`src/rtl/ahb_uart_tx_pkg.sv`:
```
// Shared definitions for the AHB UART transmitter:
// register offsets, STATUS/CTRL bit positions and FSM states.
package ahb_uart_tx_pkg;

  localparam logic [1:0] ADDR_DATA   = 2'd0;
  localparam logic [1:0] ADDR_STATUS = 2'd1;
  localparam logic [1:0] ADDR_BAUD   = 2'd2;
  localparam logic [1:0] ADDR_CTRL   = 2'd3;

  localparam int ST_BUSY  = 0;
  localparam int ST_FULL  = 1;
  localparam int ST_EMPTY = 2;
  localparam int ST_OVF   = 3;
  localparam int ST_LVL   = 8;

  localparam int CT_EN = 0;
  localparam int CT_IE = 1;

  typedef enum logic [1:0] {
    IDLE,
    START,
    DATA,
    STOP
  } state_t;

endpackage

```
`src/rtl/ahb_uart_tx_fifo.sv`:
```
// Byte FIFO with first-word fall-through output.
// Ports: clk_i/rst_i, push_i/din_i, pop_i/dout_o, full_o, empty_o, level_o.
module uart_tx_fifo #(
  parameter int DEPTH = 8
) (
  input  logic                     clk_i,
  input  logic                     rst_i,
  input  logic                     push_i,
  input  logic                     pop_i,
  input  logic [7:0]               din_i,
  output logic [7:0]               dout_o,
  output logic                     full_o,
  output logic                     empty_o,
  output logic [$clog2(DEPTH):0]   level_o
);

  localparam int AW = $clog2(DEPTH);
  localparam int LW = AW + 1;

  logic [7:0]    mem_q [DEPTH];
  logic [AW-1:0] wp_q;
  logic [AW-1:0] rp_q;
  logic [LW-1:0] lvl_q;
  logic          do_pop;
  logic          do_push;

  assign empty_o = (lvl_q == '0);
  assign full_o  = (lvl_q == LW'(DEPTH));
  assign level_o = lvl_q;
  assign dout_o  = mem_q[rp_q];

  assign do_pop  = pop_i & ~empty_o;
  // A full FIFO still takes a byte when one leaves in the same cycle.
  assign do_push = push_i & (~full_o | do_pop);

  always_ff @(posedge clk_i) begin
    if (rst_i) begin
      wp_q  <= '0;
      rp_q  <= '0;
      lvl_q <= '0;
    end else begin
      if (do_push) wp_q <= wp_q + AW'(1);
      if (do_pop)  rp_q <= rp_q + AW'(1);
      lvl_q <= lvl_q + LW'(do_push) - LW'(do_pop);
    end
  end

  always_ff @(posedge clk_i) begin
    if (do_push) mem_q[wp_q] <= din_i;
  end

endmodule

```
`src/rtl/ahb_uart_tx.sv`:
```
// AHB-Lite slave: TX FIFO feeding an 8N1 UART with baud divider,
// STATUS/CTRL registers and level IRQ. Ports: AHB slave, o_tx, o_irq.
module ahb_uart_tx
  import ahb_uart_tx_pkg::*;
#(
  parameter int          FIFO_DEPTH  = 8,
  parameter logic [15:0] DEFAULT_DIV = 16'd434
) (
  input  logic        i_clk,
  input  logic        i_reset,
  input  logic        HSEL,
  input  logic [31:0] HADDR,
  input  logic [1:0]  HTRANS,
  input  logic        HWRITE,
  input  logic [2:0]  HSIZE,
  input  logic [31:0] HWDATA,
  input  logic        HREADY,
  output logic        HREADYOUT,
  output logic        HRESP,
  output logic [31:0] HRDATA,
  output logic        o_tx,
  output logic        o_irq
);

  localparam int LW = $clog2(FIFO_DEPTH) + 1;

  logic          dp_vld_q;
  logic          dp_wr_q;
  logic [1:0]    dp_addr_q;
  logic [15:0]   baud_q;
  logic [1:0]    ctrl_q;
  logic          ovf_q;
  state_t        state_q;
  logic [15:0]   cnt_q;
  logic [2:0]    idx_q;
  logic [7:0]    sh_q;
  logic          tx_q;
  logic          irq_q;

  logic          wr_en;
  logic          rd_en;
  logic          push;
  logic          pop;
  logic          full;
  logic          empty;
  logic [7:0]    dout;
  logic [LW-1:0] level;
  logic          busy;
  logic          go;
  logic [15:0]   bm1;
  logic          unused_ok;

  assign HREADYOUT = 1'b1;
  assign HRESP     = 1'b0;
  assign o_tx      = tx_q;
  assign o_irq     = irq_q;

  assign unused_ok = ^{HSIZE, HADDR[31:4], HADDR[1:0],
                       HWDATA[31:16]};

  always_ff @(posedge i_clk) begin
    if (i_reset) begin
      dp_vld_q  <= 1'b0;
      dp_wr_q   <= 1'b0;
      dp_addr_q <= 2'd0;
    end else begin
      dp_vld_q  <= HSEL & HREADY & HTRANS[1];
      dp_wr_q   <= HWRITE;
      dp_addr_q <= HADDR[3:2];
    end
  end

  assign wr_en = dp_vld_q & dp_wr_q;
  assign rd_en = dp_vld_q & ~dp_wr_q;
  assign push  = wr_en & (dp_addr_q == ADDR_DATA);
  assign busy  = (state_q != IDLE);
  assign go    = ctrl_q[CT_EN] & ~empty;
  assign bm1   = baud_q - 16'd1;

  // Pop whenever the FSM starts a frame: from IDLE, or at the
  // last cycle of a stop bit for back-to-back frames.
  assign pop = go & ((state_q == IDLE) |
                     ((state_q == STOP) & (cnt_q == '0)));

  uart_tx_fifo #(
    .DEPTH (FIFO_DEPTH)
  ) u_fifo (
    .clk_i   (i_clk),
    .rst_i   (i_reset),
    .push_i  (push),
    .pop_i   (pop),
    .din_i   (HWDATA[7:0]),
    .dout_o  (dout),
    .full_o  (full),
    .empty_o (empty),
    .level_o (level)
  );

  always_ff @(posedge i_clk) begin
    if (i_reset) begin
      baud_q <= DEFAULT_DIV;
      ctrl_q <= 2'b00;
      ovf_q  <= 1'b0;
    end else begin
      if (wr_en & (dp_addr_q == ADDR_BAUD)) begin
        // Divisors below 2 cannot form a bit; clamp to 2.
        baud_q <= (HWDATA[15:1] == '0) ? 16'd2 : HWDATA[15:0];
      end
      if (wr_en & (dp_addr_q == ADDR_CTRL)) begin
        ctrl_q <= HWDATA[1:0];
      end
      if (wr_en & (dp_addr_q == ADDR_STATUS) & HWDATA[ST_OVF]) begin
        ovf_q <= 1'b0;
      end else if (push & full & ~pop) begin
        ovf_q <= 1'b1;
      end
    end
  end

  always_comb begin
    HRDATA = '0;
    if (rd_en) begin
      unique case (dp_addr_q)
        ADDR_STATUS: begin
          HRDATA[ST_BUSY]        = busy;
          HRDATA[ST_FULL]        = full;
          HRDATA[ST_EMPTY]       = empty;
          HRDATA[ST_OVF]         = ovf_q;
          HRDATA[ST_LVL+:7]      = 7'(level);
        end
        ADDR_BAUD: HRDATA[15:0] = baud_q;
        ADDR_CTRL: HRDATA[1:0]  = ctrl_q;
        default:   HRDATA       = '0;
      endcase
    end
  end

  always_ff @(posedge i_clk) begin
    if (i_reset) begin
      state_q <= IDLE;
      cnt_q   <= '0;
      idx_q   <= '0;
      sh_q    <= '0;
      tx_q    <= 1'b1;
      irq_q   <= 1'b0;
    end else begin
      irq_q <= ctrl_q[CT_IE] & empty & ~busy;
      unique case (state_q)
        IDLE: begin
          if (pop) begin
            state_q <= START;
            sh_q    <= dout;
            cnt_q   <= bm1;
            tx_q    <= 1'b0;
          end
        end
        START: begin
          if (cnt_q == '0) begin
            state_q <= DATA;
            idx_q   <= '0;
            cnt_q   <= bm1;
            tx_q    <= sh_q[0];
          end else begin
            cnt_q <= cnt_q - 16'd1;
          end
        end
        DATA: begin
          if (cnt_q == '0) begin
            cnt_q <= bm1;
            if (idx_q == 3'd7) begin
              state_q <= STOP;
              tx_q    <= 1'b1;
            end else begin
              idx_q <= idx_q + 3'd1;
              tx_q  <= sh_q[idx_q+3'd1];
            end
          end else begin
            cnt_q <= cnt_q - 16'd1;
          end
        end
        STOP: begin
          if (cnt_q == '0) begin
            if (pop) begin
              state_q <= START;
              sh_q    <= dout;
              cnt_q   <= bm1;
              tx_q    <= 1'b0;
            end else begin
              state_q <= IDLE;
              tx_q    <= 1'b1;
            end
          end else begin
            cnt_q <= cnt_q - 16'd1;
          end
        end
        default: begin
          state_q <= IDLE;
          tx_q    <= 1'b1;
        end
      endcase
    end
  end

endmodule

```
`config.mk`:
```
export PLATFORM = sky130hd
export DESIGN_NAME = ahb_uart_tx
export DESIGN_NICKNAME = d
export VERILOG_FILES = /design/src/rtl/ahb_uart_tx_pkg.sv /design/src/rtl/ahb_uart_tx_fifo.sv /design/src/rtl/ahb_uart_tx.sv
export SDC_FILE = /design/constraint.sdc
export NUM_CORES = 1
export LEC_CHECK = 0
export BUFFER_PORTS_ARGS = -buffer_cell sky130_fd_sc_hd__clkbuf_2
export CAP_MARGIN = 20
export CORE_MARGIN = 1
export CORE_UTILIZATION = 53
export CTS_BUF_LIST = sky130_fd_sc_hd__clkbuf_2 sky130_fd_sc_hd__clkbuf_4 sky130_fd_sc_hd__clkbuf_8
export CTS_CLUSTER_DIAMETER = 150
export DETAILED_ROUTE_END_ITERATION = 10
export GPL_TIMING_DRIVEN = 0
export PLACE_DENSITY = 0.78
export SLEW_MARGIN = 15
export SYNTH_ARGS = -nofsm -noshare
export SYNTH_HDL_FRONTEND = slang
export SYNTH_HIERARCHICAL = 1
export SYNTH_SLANG_ARGS = --single-unit
```
`constraint.sdc`:
```
create_clock -name i_clk -period 3.5 [get_ports i_clk]
set_clock_uncertainty 0.2 [all_clocks]
set_input_delay 0.35 -clock i_clk [delete_from_list [all_inputs] [get_ports i_clk]]
set_output_delay 0.35 -clock i_clk [all_outputs]
set_load 0.005 [all_outputs]
```
==> results of run 1 <==
-- how the worst min path moves through the flow --
stage,start,to,slack (ns),cells past startpoint
6_report,HWDATA[4],u_fifo/mem_q[2][4],0.04,1
5_1_grt,HWDATA[6],u_fifo/mem_q[4][6],0.04,1
4_1_cts,HWDATA[4],u_fifo/mem_q[2][4],0.03,1
3_5_place_dp,ovf_q,ovf_q,0.25,1
3_3_place_gp,idx_q[1],idx_q[1],0.24,2
2_1_floorplan,idx_q[1],idx_q[1],0.24,2
-- cell usage in the layout (no fill, tap or decap), types with 10 or more instances in the layout --
cell,instances
buf_4,29
inv_1,20
clkbuf_8,17
dfxtp_1,67
nor2b_1,10
ha_1,18
nor3_1,12
o21ai_0,17
mux4_2,18
xor2_1,15
nand3_1,15
mux2i_1,17
nand2_1,68
xnor2_1,11
edfxtp_1,64
nor2_1,48
a21oi_1,28
clkbuf_2,41
and3_1,11
dlygate4sd3_1,13
clkbuf_1,22
mux2_2,10
conb_1,18
-- power breakdown --
part           internal (W)  switching [W]
sequential          0.00162      0.0000238
combinational      0.000234       0.000408
clock              0.000549       0.000599
-- synth_stat cells, drive strengths merged (5+ instances only) --
cell type,number
and3,11
clkbuf,25
nor2b,12
a21oi,30
nand2b,7
buf,29
a22oi,9
inv,20
xnor2,11
nand3,15
ha,20
nor3,18
nand4,10
mux4,18
nand4b,5
dfxtp,67
xor2,15
mux2,10
nand3b,5
o21ai,20
nor2,51
nor4,11
mux2i,18
nand2,68
edfxtp,64
nor3b,6
-- through the flow --
stage                     utilization  TNS, ns  power (W)  area (um2)  worst slack (ns)
after floorplan                     -    -1.92    0.00210        6910            -0.120
after global placement          0.581   -61.46    0.00226        7330             -1.27
after detailed placement        0.584   -40.96    0.00227        7370            -0.840
after CTS                       0.627        0    0.00342        7910           0.00200
after global routing            0.632  -0.0462    0.00356        7980           -0.0182
final                           0.632        0    0.00344        7980            0.0798
-- sequential cells by signal (all words and copies together), names as in the netlist, named ones only --
name	flops
u_fifo/level_o	4
ctrl_q	2
u_fifo/wp_q	3
u_fifo/mem_q	64
dp_addr_q	2
baud_q	16
ovf_q	1
dp_vld_q	1
idx_q	3
sh_q	8
o_tx	1
u_fifo/rp_q	3
state_q	2
o_irq	1
dp_wr_q	1
cnt_q	16
-- metal layers --
metal  global-route usage  share of wire  wire (um)  up-vias
li1                     -              -          -     2544
met1                0.329           0.39       6590     2630
met2                0.418           0.50       8300      294
met3               0.0680          0.082       1370       51
met4                0.122          0.027        455        0
met5                    0              0          0        -
-- repair_timing --
item	4_1_cts	5_1_grt
resized for setup	9	12
pin swaps	2	5
setup endpoints to repair	68	32
hold buffers	13	0
endpoints found under the hold margin	12	0
buffers inserted	4	4
-- layout make-up --
type                       count  area share
inverter                      20     0.00941
timing repair buffer          67      0.0527
multi-input combinational    456       0.420
tap                          172      0.0270
buffer                        52      0.0378
clock inverter                15      0.0146
sequential                   131       0.409
clock buffer                  17      0.0293
-- cell families after synthesis --
| family | share of synthesized area |
|---|---|
| AOI/OAI and AO/OA | 0.107 |
| xor gates and xnor gates | 0.0332 |
| adders and majority gates | 0.0395 |
| buffers and inverters | 0.0550 |
| DFF | 0.476 |
| muxes | 0.102 |
| other | 0.00110 |
| and+or+nand+nor | 0.185 |
==> metrics.md, run 1 <==
| Metric | Value |
|---|---|
| Cells after Synth | 645 |
| Post-Route WL | 16700 um |
| Period utilisation layout | 0.977 |
| Register area | 3260 um2 |
| Crit-path cells | buf_2 > or4_4 > nor3_4 > a41oi_4 > nor2_4 > nor2b_4 > buf_6 > mux2i_2 > ha_2 > inv_1 > fa_1 > xor2_1 > nor2_1 |
| Slowest-stage cell, CP | or4_4 |
| Synthesized area per cell | 10.6 um2 |
| CTS sink count | 131 |
| Synth area leader | edfxtp_1 |
| Actual slew at the worst max-slew pin | 0.921 ns |
| Synth Flop Type | dfxtp_1 |
| Slew headroom | 0.381 |
| Total Nets Final | 840 |
| CP Max Fanout | 8 |
| Seq cells post-synth | 131 |
| Delay-heaviest family, CP | simple AND/OR/NAND/NOR gates |
| Tot GR Track Use | 0.260 |
| Antenna cells | 0 |
| YS warnings | 6 |
| Critical path endpoint category | flip-flop |
| Crit path from | cnt_q[2] |
| Reg2reg start | cnt_q[2] |
| Drt wl/cell | 18.0 um |
| Clk buf depth | 2 |
| Power Density | 431 nW/um2 |
| Final hold slack | 0.0407 ns |
| Slowest stage delay, CP | 0.52 ns |
| R2R cell count | 13 |
| Fmax | 292 MHz |
| Slew Viols, Final | 0 |
| Largest net degree at the start of global routing | 17 |
| Final min period | 3.42 ns |
| Maximum VDD drop | 0.244 mV |
| Final setup viols | 0 |
| CTS tree | yes |
| Core area | 12600 um2 |
| Clk_lat worst skew | 0.45 ns |
| Area delta synth->final | 16.5% |
| Die height | 116 um |
| Placement Rows | 41 |
| Remaining DRCs | 0 |
| H-tree depth | 4 |
| Hpwl dp | 11600 um |
| Status | finished clean |
| Hold WC Path Type | in2reg |
| Syn Std Cell Area | 6850 um2 |
| Die width | 116 um |
| R2R setup slack | 0.08 ns |
| Synth area leaders | edfxtp_1 28%, dfxtp_1 20%, mux4_2 5.9%, nand2_1 3.7%, ha_1 3.7% |
| Routed Antenna Nets | 0 |
| Initial detailed-routing violation count | 569 |
| Critical path arrival | 3.54 ns |
| Multi-input gate area | 3350 um2 |
| Max Cap Violations | 0 |
| Reg2reg end | u_fifo/level_o[2] |
| Pleak | 2.97 nW |
| First-pass GRT wire length | 26100 um |
| Required time of the critical path | 3.62 ns |
| Port Buffer Count | 41 |
| Clk root buf | clkbuf_8 |
| Initial Util | 0.543 |
| Die area | 13400 um2 |
| CP endpoint | u_fifo/level_o[2] |
| Sequential-to-total area share from yosys stat | 0.476 |
| Placed insts | 879 |
| Clk pin slew, worst setup/hold paths | 0.08 ns |
| Routability cong. | 0.938 |
| Worst setup SP type | flip-flop |
| Cell count along the critical path | 13 |
| Post-synth top area share | 0.281 |
| Layout cells sized above 1 | 0.226 |
| Setup Crit Path Kind | reg2reg |
| Initial antenna violation count | 0 |
| Global route overflow | 0 |
| Total CTS buffers | 17 |
| Drt first pass iters | 6 |
| Via count | 5519 |
| Number of library cell types mapped by synthesis | 76 |
| Vias in the first global route | 5230 |
| # IOs | 110 |
| Drt via density | 5.93 |
| FILL cells | 1017 |
| EDFF count, synth | 64 |
| Crit path buffers/inverters | 3 |
| Async SR Flop Fraction | 0 |
| Post-route non-filler standard cell count | 930 |
| Final Hold Fails | 0 |
Power figures use the tool's default switching activity.
==> run 2, diff against run 1 <==
--- a/config.mk
+++ b/config.mk
@@ -8,12 +8,12 @@
 export BUFFER_PORTS_ARGS = -buffer_cell sky130_fd_sc_hd__clkbuf_2
 export CAP_MARGIN = 20
 export CORE_MARGIN = 1
-export CORE_UTILIZATION = 53
+export CORE_UTILIZATION = 59
 export CTS_BUF_LIST = sky130_fd_sc_hd__clkbuf_2 sky130_fd_sc_hd__clkbuf_4 sky130_fd_sc_hd__clkbuf_8
 export CTS_CLUSTER_DIAMETER = 150
 export DETAILED_ROUTE_END_ITERATION = 10
 export GPL_TIMING_DRIVEN = 0
-export PLACE_DENSITY = 0.78
+export PLACE_DENSITY = 0.83
 export SLEW_MARGIN = 15
 export SYNTH_ARGS = -nofsm -noshare
 export SYNTH_HDL_FRONTEND = slang
==> constraint.sdc (replaced) <==
create_clock -name i_clk -period 3.7 [get_ports i_clk]
set_clock_uncertainty 0.2 [all_clocks]
set_input_delay 0.37 -clock i_clk [delete_from_list [all_inputs] [get_ports i_clk]]
set_output_delay 0.37 -clock i_clk [all_outputs]
set_load 0.005 [all_outputs]
==> run 2 against run 1 <==
Utilization increased by 9.5 points. Global-route usage increased by 5.6 points. Sequential share of layout area decreased by 0.38 points. Via count increased by 3.5%. Clock power increased by 36%. Final cell count decreased by 3.5%. Fmax decreased by 5.2%. Count of clock-buffer cells in the layout unchanged. Worst setup slack improved by 0.013 ns. Wire length increased by 7.0%. Flip-flop and latch count unchanged. Combinational power decreased by 7.6%. Critical path type unchanged. Critical endpoint unchanged. Largest cell class unchanged.
==> metrics.md, run 2 (synthesis results as in run 1) <==
| Metric | Value |
|---|---|
| Hold EP | u_fifo/mem_q[1][4] |
| Routed Antenna Nets | 0 (unchanged) |
| Antenna cells | 0 (unchanged) |
| Setup Crit Path Kind | reg2reg |
| Final setup viols | 0 (unchanged) |
| Placed insts | 847 (-3.6%) |
| Placement Rows | 38 (-7.3%) |
| Worst Slack Setup Final | 0.0924 ns (+0.0126 ns) |
| Required time of the critical path | 3.83 ns (+0.21 ns) |
| Final setup TNS | 0 ns (unchanged) |
| R2R setup slack | 0.09 ns (about the same) |
| Post-Route WL | 17900 um (+7.0%) |
| Area delta synth->final | 17.6% |
| Drt first pass iters | 5 (-1) |
| Pleak | 3.03 nW (+2.0%) |
| Die width | 110 um (-5.1%) |
| Total CTS buffers | 17 (unchanged) |
| Maximum VDD drop | 0.427 mV (+75%) |
| Largest net degree at the start of global routing | 17 (unchanged) |
| Most common cell after layout, fill and taps aside | nand2_1 |
| Final Hold Fails | 0 (unchanged) |
| Drt via density | 6.37 (+7.3%) |
| Post-Place Setup Slack | -0.733 ns (+0.107 ns) |
| Port Buffer Count | 41 (unchanged) |
| Actual slew at the worst max-slew pin | 0.866 ns (-0.0548 ns) |
| Tot GR Track Use | 0.316 (+0.0557) |
| Die height | 110 um (-5.1%) |
| Final min period | 3.61 ns (+0.187 ns) |
| Die area | 12000 um2 (-10%) |
| Reg2reg start | cnt_q[2] |
| R2R cell count | 13 (unchanged) |
| Max reg flops | 64 (unchanged) |
| Critical path endpoint category | flip-flop |
| Top reg by flops | u_fifo/mem_q |
| Layout cells sized above 1 | 0.215 (-0.0103) |
| Power Density | 461 nW/um2 (+6.9%) |
| CTS sink count | 131 (unchanged) |
| RSZ-0062 raised after global routing | true |
| Final hold slack | 0.0479 ns (+0.00714 ns) |
| Most frequent cells in the layout | 68 x nand2_1, 67 x dfxtp_1, 64 x edfxtp_1, 48 x nor2_1, 42 x clkbuf_2 |
| FILL cells | 747 (-27%) |
| Fmax | 277 MHz (-5.2%) |
| First-pass GRT wire length | 27900 um (+7.2%) |
| Via count | 5714 (+3.5%) |
| Status | finished clean |
| Hold path depth | 1 (unchanged) |
| Core area | 11100 um2 (-12%) |
| Slew Viols, Final | 0 (unchanged) |
| Critical path arrival | 3.74 ns (+0.20 ns) |
| CTS tree | yes |
| Period utilisation layout | 0.975 (-0.00216) |
| Post-route non-filler standard cell count | 897 (-3.5%) |
| Remaining DRCs | 0 (unchanged) |
| Global route overflow | 0 (unchanged) |
| Max Cap Violations | 0 (unchanged) |
| Slew headroom | 0.417 (+0.0369) |
| Clk_lat worst skew | 0.46 ns (about the same) |
| Routability cong. | 0.942 (+0.45%) |
| Initial antenna violation count | 0 (unchanged) |
| Finished Core Util | 0.727 (+0.0946) |
| Min-delay src | HWDATA[4] |
| Initial Util | 0.618 (+0.0755) |
| Total Nets Final | 839 (-0.12%) |
| Initial detailed-routing violation count | 608 (+6.9%) |
| Reg2reg end | u_fifo/level_o[2] |
| Vias in the first global route | 5631 (+7.7%) |
| Biggest regs | u_fifo/mem_q: 64 flops, baud_q: 16 flops, cnt_q: 16 flops |
| Hpwl dp | 12200 um (+4.4%) |
| Drt wl/cell | 19.9 um (+11%) |
| Worst setup SP type | flip-flop |
| # IOs | 110 (unchanged) |
| H-tree depth | 4 (unchanged) |
| Clk pin slew, worst setup/hold paths | 0.08 ns (about the same) |
| Clk buf depth | 2 (unchanged) |
| Hold WC Path Type | in2reg |
| CP Max Fanout | 8 (unchanged) |
| Clk root buf | clkbuf_8 |
==> run 2: per-stage QoR <==
stage                     total power [W]  area, um2
final                             0.00371       8050
after global routing              0.00382       8050
after CTS                         0.00369       8030
after detailed placement          0.00214       7330
after global placement            0.00212       7290
after floorplan                   0.00199       6910
==> run 2: critical path, stage by stage (launching register included) <==
cell      delay [ns]
dfxtp_1         0.30
buf_2           0.16
or4_4           0.52
nor3_4          0.29
a41oi_4         0.26
nor2_4          0.23
nor2b_1         0.18
clkbuf_2        0.20
mux2i_1         0.21
ha_1            0.19
inv_1           0.07
fa_1            0.43
xor2_1          0.17
nor2_1          0.06
==> run 2: worst max-delay path by stage <==
stage	from	to	slack, ns	cells past startpoint
after detailed placement	cnt_q[0]	u_fifo/mem_q[5][6]	-0.73	10
after floorplan	cnt_q[0]	u_fifo/mem_q[0][0]	0.08	9
final	cnt_q[2]	u_fifo/level_o[2]	0.09	13
after global placement	cnt_q[0]	u_fifo/mem_q[0][6]	-1.10	9
after CTS	cnt_q[2]	u_fifo/level_o[2]	0.1	13
after global routing	cnt_q[2]	u_fifo/level_o[2]	-0.04	13
==> run 2: area by class of cell <==
class / instances / area [um2] / area share
Multi-Input combinational cell: 456 / 3320 / 0.413
Sequential cell: 131 / 3260 / 0.405
Timing Repair Buffer: 65 / 408 / 0.0507
Buffer: 53 / 299 / 0.0371
Clock inverter: 15 / 274 / 0.0340
Clock buffer: 17 / 234 / 0.0291
Tap cell: 140 / 175 / 0.0218
Inverter: 20 / 75.1 / 0.00932
==> run 2: layer usage <==
metal / track usage / routed length, um
met1: 0.377 / 6610
met4: 0.170 / 573
met3: 0.0759 / 1770
met5: 0 / 0
met2: 0.527 / 8920
==> run 2: timing repair <==
item | 4_1_cts | 5_1_grt
buffers inserted | 4 | 2
resized for setup | 7 | 2
hold buffers | 13 | 0
setup endpoints to repair | 67 | 31
pin swaps | 2 | 2
endpoints found under the hold margin | 12 | 0
==> run 2: power breakdown <==
| group | total, W | switching [W] | internal [W] |
|---|---|---|---|
| clock network | 0.00156 | 0.000610 | 0.000949 |
| logic | 0.000593 | 0.000380 | 0.000214 |
| registers | 0.00156 | 0.0000225 | 0.00154 |
| total | 0.00371 | 0.00101 | 0.00270 |
==> run 3, diff against run 2 <==
--- a/config.mk
+++ b/config.mk
@@ -5,6 +5,7 @@
 export SDC_FILE = /design/constraint.sdc
 export NUM_CORES = 1
 export LEC_CHECK = 0
+export ABC_AREA = 1
 export BUFFER_PORTS_ARGS = -buffer_cell sky130_fd_sc_hd__clkbuf_2
 export CAP_MARGIN = 20
 export CORE_MARGIN = 1
==> run 3 against run 2 <==
The flow now finishes with violations (DRC). Sequential share of layout area rose by 0.29 points. Worst setup slack improved by 0.26 ns. Fmax rose by 7.8%. Combinational power rose to 2.8 times the previous value. Design area fell by 0.70%. Die area rose by 2.6%. Global-route usage fell by 2.0 points. Hold slack got worse by 0.031 ns. Clock power fell by 20%. Largest power group is now combinational logic. Highest routed layer unchanged.
==> metrics.md, run 3 <==
| Metric | Value |
|---|---|
| FILL cells | 949 (+27%) |
| Final min period | 3.35 ns (-0.262 ns) |
| Post-route non-filler standard cell count | 1126 (+26%) |
| Maximum VDD drop | 0.730 mV (+71%) |
| Via count | 6227 (+9.0%) |
| Hold path depth | 2 (+1) |
| CP Max Fanout | 11 (+3) |
| YS warnings | 6 (unchanged) |
| Core area | 11500 um2 (+4.0%) |
| Pleak | 3.42 nW (+13%) |
| Register area | 3260 um2 (unchanged) |
| Finished Core Util | 0.694 (-0.0325) |
| Status | complete, but fails checks |
| Clk root buf | clkbuf_8 |
| Synthesized area per cell | 7.96 um2 (-25%) |
| Hpwl dp | 12600 um (+3.4%) |
| Pwr Total | 0.00460 W (+24%) |
| Fmax | 299 MHz (+7.8%) |
| Clk buf depth | 2 (unchanged) |
| Routed Antenna Nets | 0 (unchanged) |
| Synth top cells by count | 170 x nand2_1, 158 x nor2_1, 78 x inv_1 |
| Die area | 12400 um2 (+2.6%) |
| Cells after Synth | 883 (+37%) |
| Post-Route WL | 17400 um (-2.9%) |
| Switching Share | 0.395 (+0.122) |
| R2R cell count | 11 (-2) |
| Final setup TNS | 0 ns (unchanged) |
| Antenna cells | 0 (unchanged) |
| Most frequent cell after synthesis | nand2_1 |
| Remaining DRCs | 15 (+15) |
| Post-synth top area share | 0.273 (-0.00729) |
| Tot GR Track Use | 0.296 (-0.0202) |
| Vias in the first global route | 5861 (+4.1%) |
| Final Hold Fails | 0 (unchanged) |
| Synth area leaders | edfxtp_1 27%, dfxtp_1 19%, nand2_1 9.1%, nor2_1 8.4%, inv_1 4.2% |
| Crit path buffers/inverters | 3 (unchanged) |
| Power Density | 575 nW/um2 (+25%) |
| Synth area leader | edfxtp_1 |
| Synth Area in Adders | 0.0384 (-0.00103) |
| Required time of the critical path | 3.59 ns (-0.24 ns) |
| Clk_lat worst skew | 0.47 ns (about the same) |
| Hold WC Path Type | in2reg |
| First-pass GRT wire length | 28400 um (+1.6%) |
| Post-synthesis simple-gate area fraction | 0.259 (+0.0731) |
| Sequential-to-total area share from yosys stat | 0.464 (-0.0124) |
| Largest net degree at the start of global routing | 17 (unchanged) |
| Slowest stage delay, CP | 0.67 ns (+0.15 ns) |
| Clk pin slew, worst setup/hold paths | 0.08 ns (about the same) |
| Most common cell after layout, fill and taps aside | nand2_1 |
| Die width | 111 um (+1.3%) |
| Seq cells post-synth | 131 (unchanged) |
| Combinational share of power | 0.366 (+0.206) |
| Total CTS buffers | 17 (unchanged) |
| Port Buffer Count | 41 (unchanged) |
| Number of library cell types mapped by synthesis | 43 (-43%) |
| Synth Area in XOR/XNOR | 0.0274 (-0.00585) |
| H-tree depth | 4 (unchanged) |
| Crit-path cells | inv_1 > ha_1 > nand2_2 > inv_1 > nor2_1 > nand3_4 > clkinv_1 > nand2_4 > nand2_4 > nand3b_4 > nor2_1 |
| Min-delay src | i_reset |
| Worst setup SP type | flip-flop |
| Global route overflow | 0 (unchanged) |
| Slowest-stage cell, CP | nor2_1 |
| CTS sink count | 131 (unchanged) |
| Async SR Flop Fraction | 0 (unchanged) |
| Slew headroom | 0.413 (-0.00426) |
| Multi-input gate area | 3220 um2 (-3.0%) |
| Hold EP | u_fifo/level_o[1] |
| Cell-internal power | 0.00278 W (+3.0%) |
| Max reg flops | 64 (unchanged) |
| # IOs | 110 (unchanged) |
| Clk network pwr share | 0.273 (-0.147) |
| Reg power frac | 0.361 (-0.059) |
| Setup Crit Path Kind | reg2reg |
| Die height | 111 um (+1.3%) |
| Slew Viols, Final | 0 (unchanged) |
| Top reg by flops | u_fifo/mem_q |
| Biggest regs | u_fifo/mem_q: 64 flops, baud_q: 16 flops, cnt_q: 16 flops |
| Sw power | 0.00182 W (+79%) |
| Period utilisation layout | 0.904 (-0.0709) |
| Total Nets Final | 1065 (+27%) |
| Most frequent cells in the layout | 170 x nand2_1, 158 x nor2_1, 78 x inv_1, 67 x dfxtp_1, 64 x edfxtp_1 |
| Drt wl/cell | 15.4 um (-23%) |
| Post-CTS Setup Bufs | 0 (-4) |
| Drt via density | 5.53 (-13%) |
| Actual slew at the worst max-slew pin | 0.877 ns (+0.0111 ns) |
| Area delta synth->final | 13.7% |
| Synth Area in Compound Gates | 0.125 (+0.0171) |
| R2R setup slack | 0.35 ns (+0.26 ns) |
| Placed insts | 1083 (+28%) |
| Critical path endpoint category | flip-flop |
| Initial Util | 0.611 (-0.00765) |
| Layout cells sized above 1 | 0.136 (-0.0790) |
| Critical path arrival | 3.23 ns (-0.51 ns) |
| Drt first pass iters | 8 (+3) |
| Final setup viols | 0 (unchanged) |
| Final hold slack | 0.0170 ns (-0.0309 ns) |
| Multiplexer area fraction after synthesis | 0 (-0.102) |
| Initial antenna violation count | 0 (unchanged) |
| Max Cap Violations | 0 (unchanged) |
| Placement Rows | 39 (+2.6%) |
| Delay-heaviest family, CP | simple AND/OR/NAND/NOR gates |
| Reg2reg start | u_fifo/level_o[2] |
| EDFF count, synth | 64 (unchanged) |
| RSZ-0062 raised after global routing | false |
| Failing checks | DRC |
| Reg2reg end | u_fifo/mem_q[2][0] |
| Initial detailed-routing violation count | 587 (-3.5%) |
| Routability cong. | 0.922 (-2.1%) |
| CTS tree | yes |
| Syn Std Cell Area | 7030 um2 (+2.7%) |
| Combinational family with the most area after synthesis | simple AND/OR/NAND/NOR gates |
| Synth Flop Type | dfxtp_1 |
run 3: cell types whose count changed after synthesis, moves of 10 or more:
cell      before  now
mux2_2        10    0
inv_1         20   78
a21oi_1       28   49
nor2b_1       12    0
mux4_2        18    0
o21ai_0       18   53
and3_1        11    0
nor2_1        50  158
clkbuf_1      25   10
nand2_1       68  170
nand3_1       15   47
o21ai_1        2   31
mux2i_1       18    0
run 3: kinds of logic (layout without fill, tap and decap cells):
logic type | count (synthesis) | after routing
AND/OR/NAND/NOR | 421 | 421
AO/OA/AOI/OAI | 160 | 160
flip-flops | 131 | 131
buffers and inverters | 126 | 210
XOR/XNOR | 22 | 22
adder cells (fa/ha/maj) | 21 | 21
other | 2 | 18
run 3: final cells by class:
| type | instances | share of cell area |
|---|---|---|
| Buffer | 43 | 0.0366 |
| Clock buffer | 19 | 0.0327 |
| Clock inverter | 13 | 0.0185 |
| Inverter | 83 | 0.0390 |
| Multi-Input combinational cell | 642 | 0.403 |
| Sequential cell | 131 | 0.408 |
| Tap cell | 143 | 0.0224 |
| Timing Repair Buffer | 52 | 0.0394 |
run 3: repair_timing:
item / 4_1_cts / 5_1_grt
hold endpoints to repair: 10 / 0
gates resized for setup: 0 / 0
hold buffers: 11 / 0
run 3: worst max path at each step:
stage / startpoint / end / slack [ns] / cells after the start
6_report: u_fifo/level_o[2] / u_fifo/mem_q[2][0] / 0.35 / 11
2_1_floorplan: u_fifo/level_o[2] / u_fifo/level_o[2] / 0.99 / 16
4_1_cts: u_fifo/level_o[2] / u_fifo/mem_q[2][0] / 0.43 / 11
3_5_place_dp: u_fifo/level_o[1] / u_fifo/mem_q[2][6] / 0.45 / 10
3_3_place_gp: u_fifo/level_o[2] / u_fifo/mem_q[3][5] / 0.49 / 11
5_1_grt: u_fifo/level_o[2] / u_fifo/level_o[2] / 0.19 / 16
run 3: per-stage QoR:
stage	instance area, um2	setup WS, ns
floorplan	7090	0.989
global placement	7480	0.493
detailed placement	7480	0.447
CTS	8000	0.427
global route	8000	0.191
finish	8000	0.355
run 3: worst register-to-register path: cells and delay by family (launching register included):
kind,cells,cell delay (ns)
flip-flops,1,0.33
AND/OR/NAND/NOR,7,1.72
buffers and inverters,3,0.51
adder cells (fa/ha/maj),1,0.20
run 3: metal layers:
layer | part of all wire | up-vias | global-route usage | wire length (um)
li1 | - | 3046 | - | -
met1 | 0.44 | 2832 | 0.404 | 7640
met2 | 0.45 | 302 | 0.460 | 7740
met3 | 0.085 | 47 | 0.0541 | 1480
met4 | 0.028 | 0 | 0.130 | 486
met5 | 0 | - | 0 | 0
run 3: power groups by stage:
stage                     clock, W  sequential (W)  combinational (W)
final                      0.00125         0.00166            0.00168
after global routing       0.00132         0.00167            0.00191
after CTS                  0.00126         0.00166            0.00164
after detailed placement         0         0.00169            0.00162
after global placement           0         0.00169            0.00159
after floorplan                  0         0.00167            0.00126
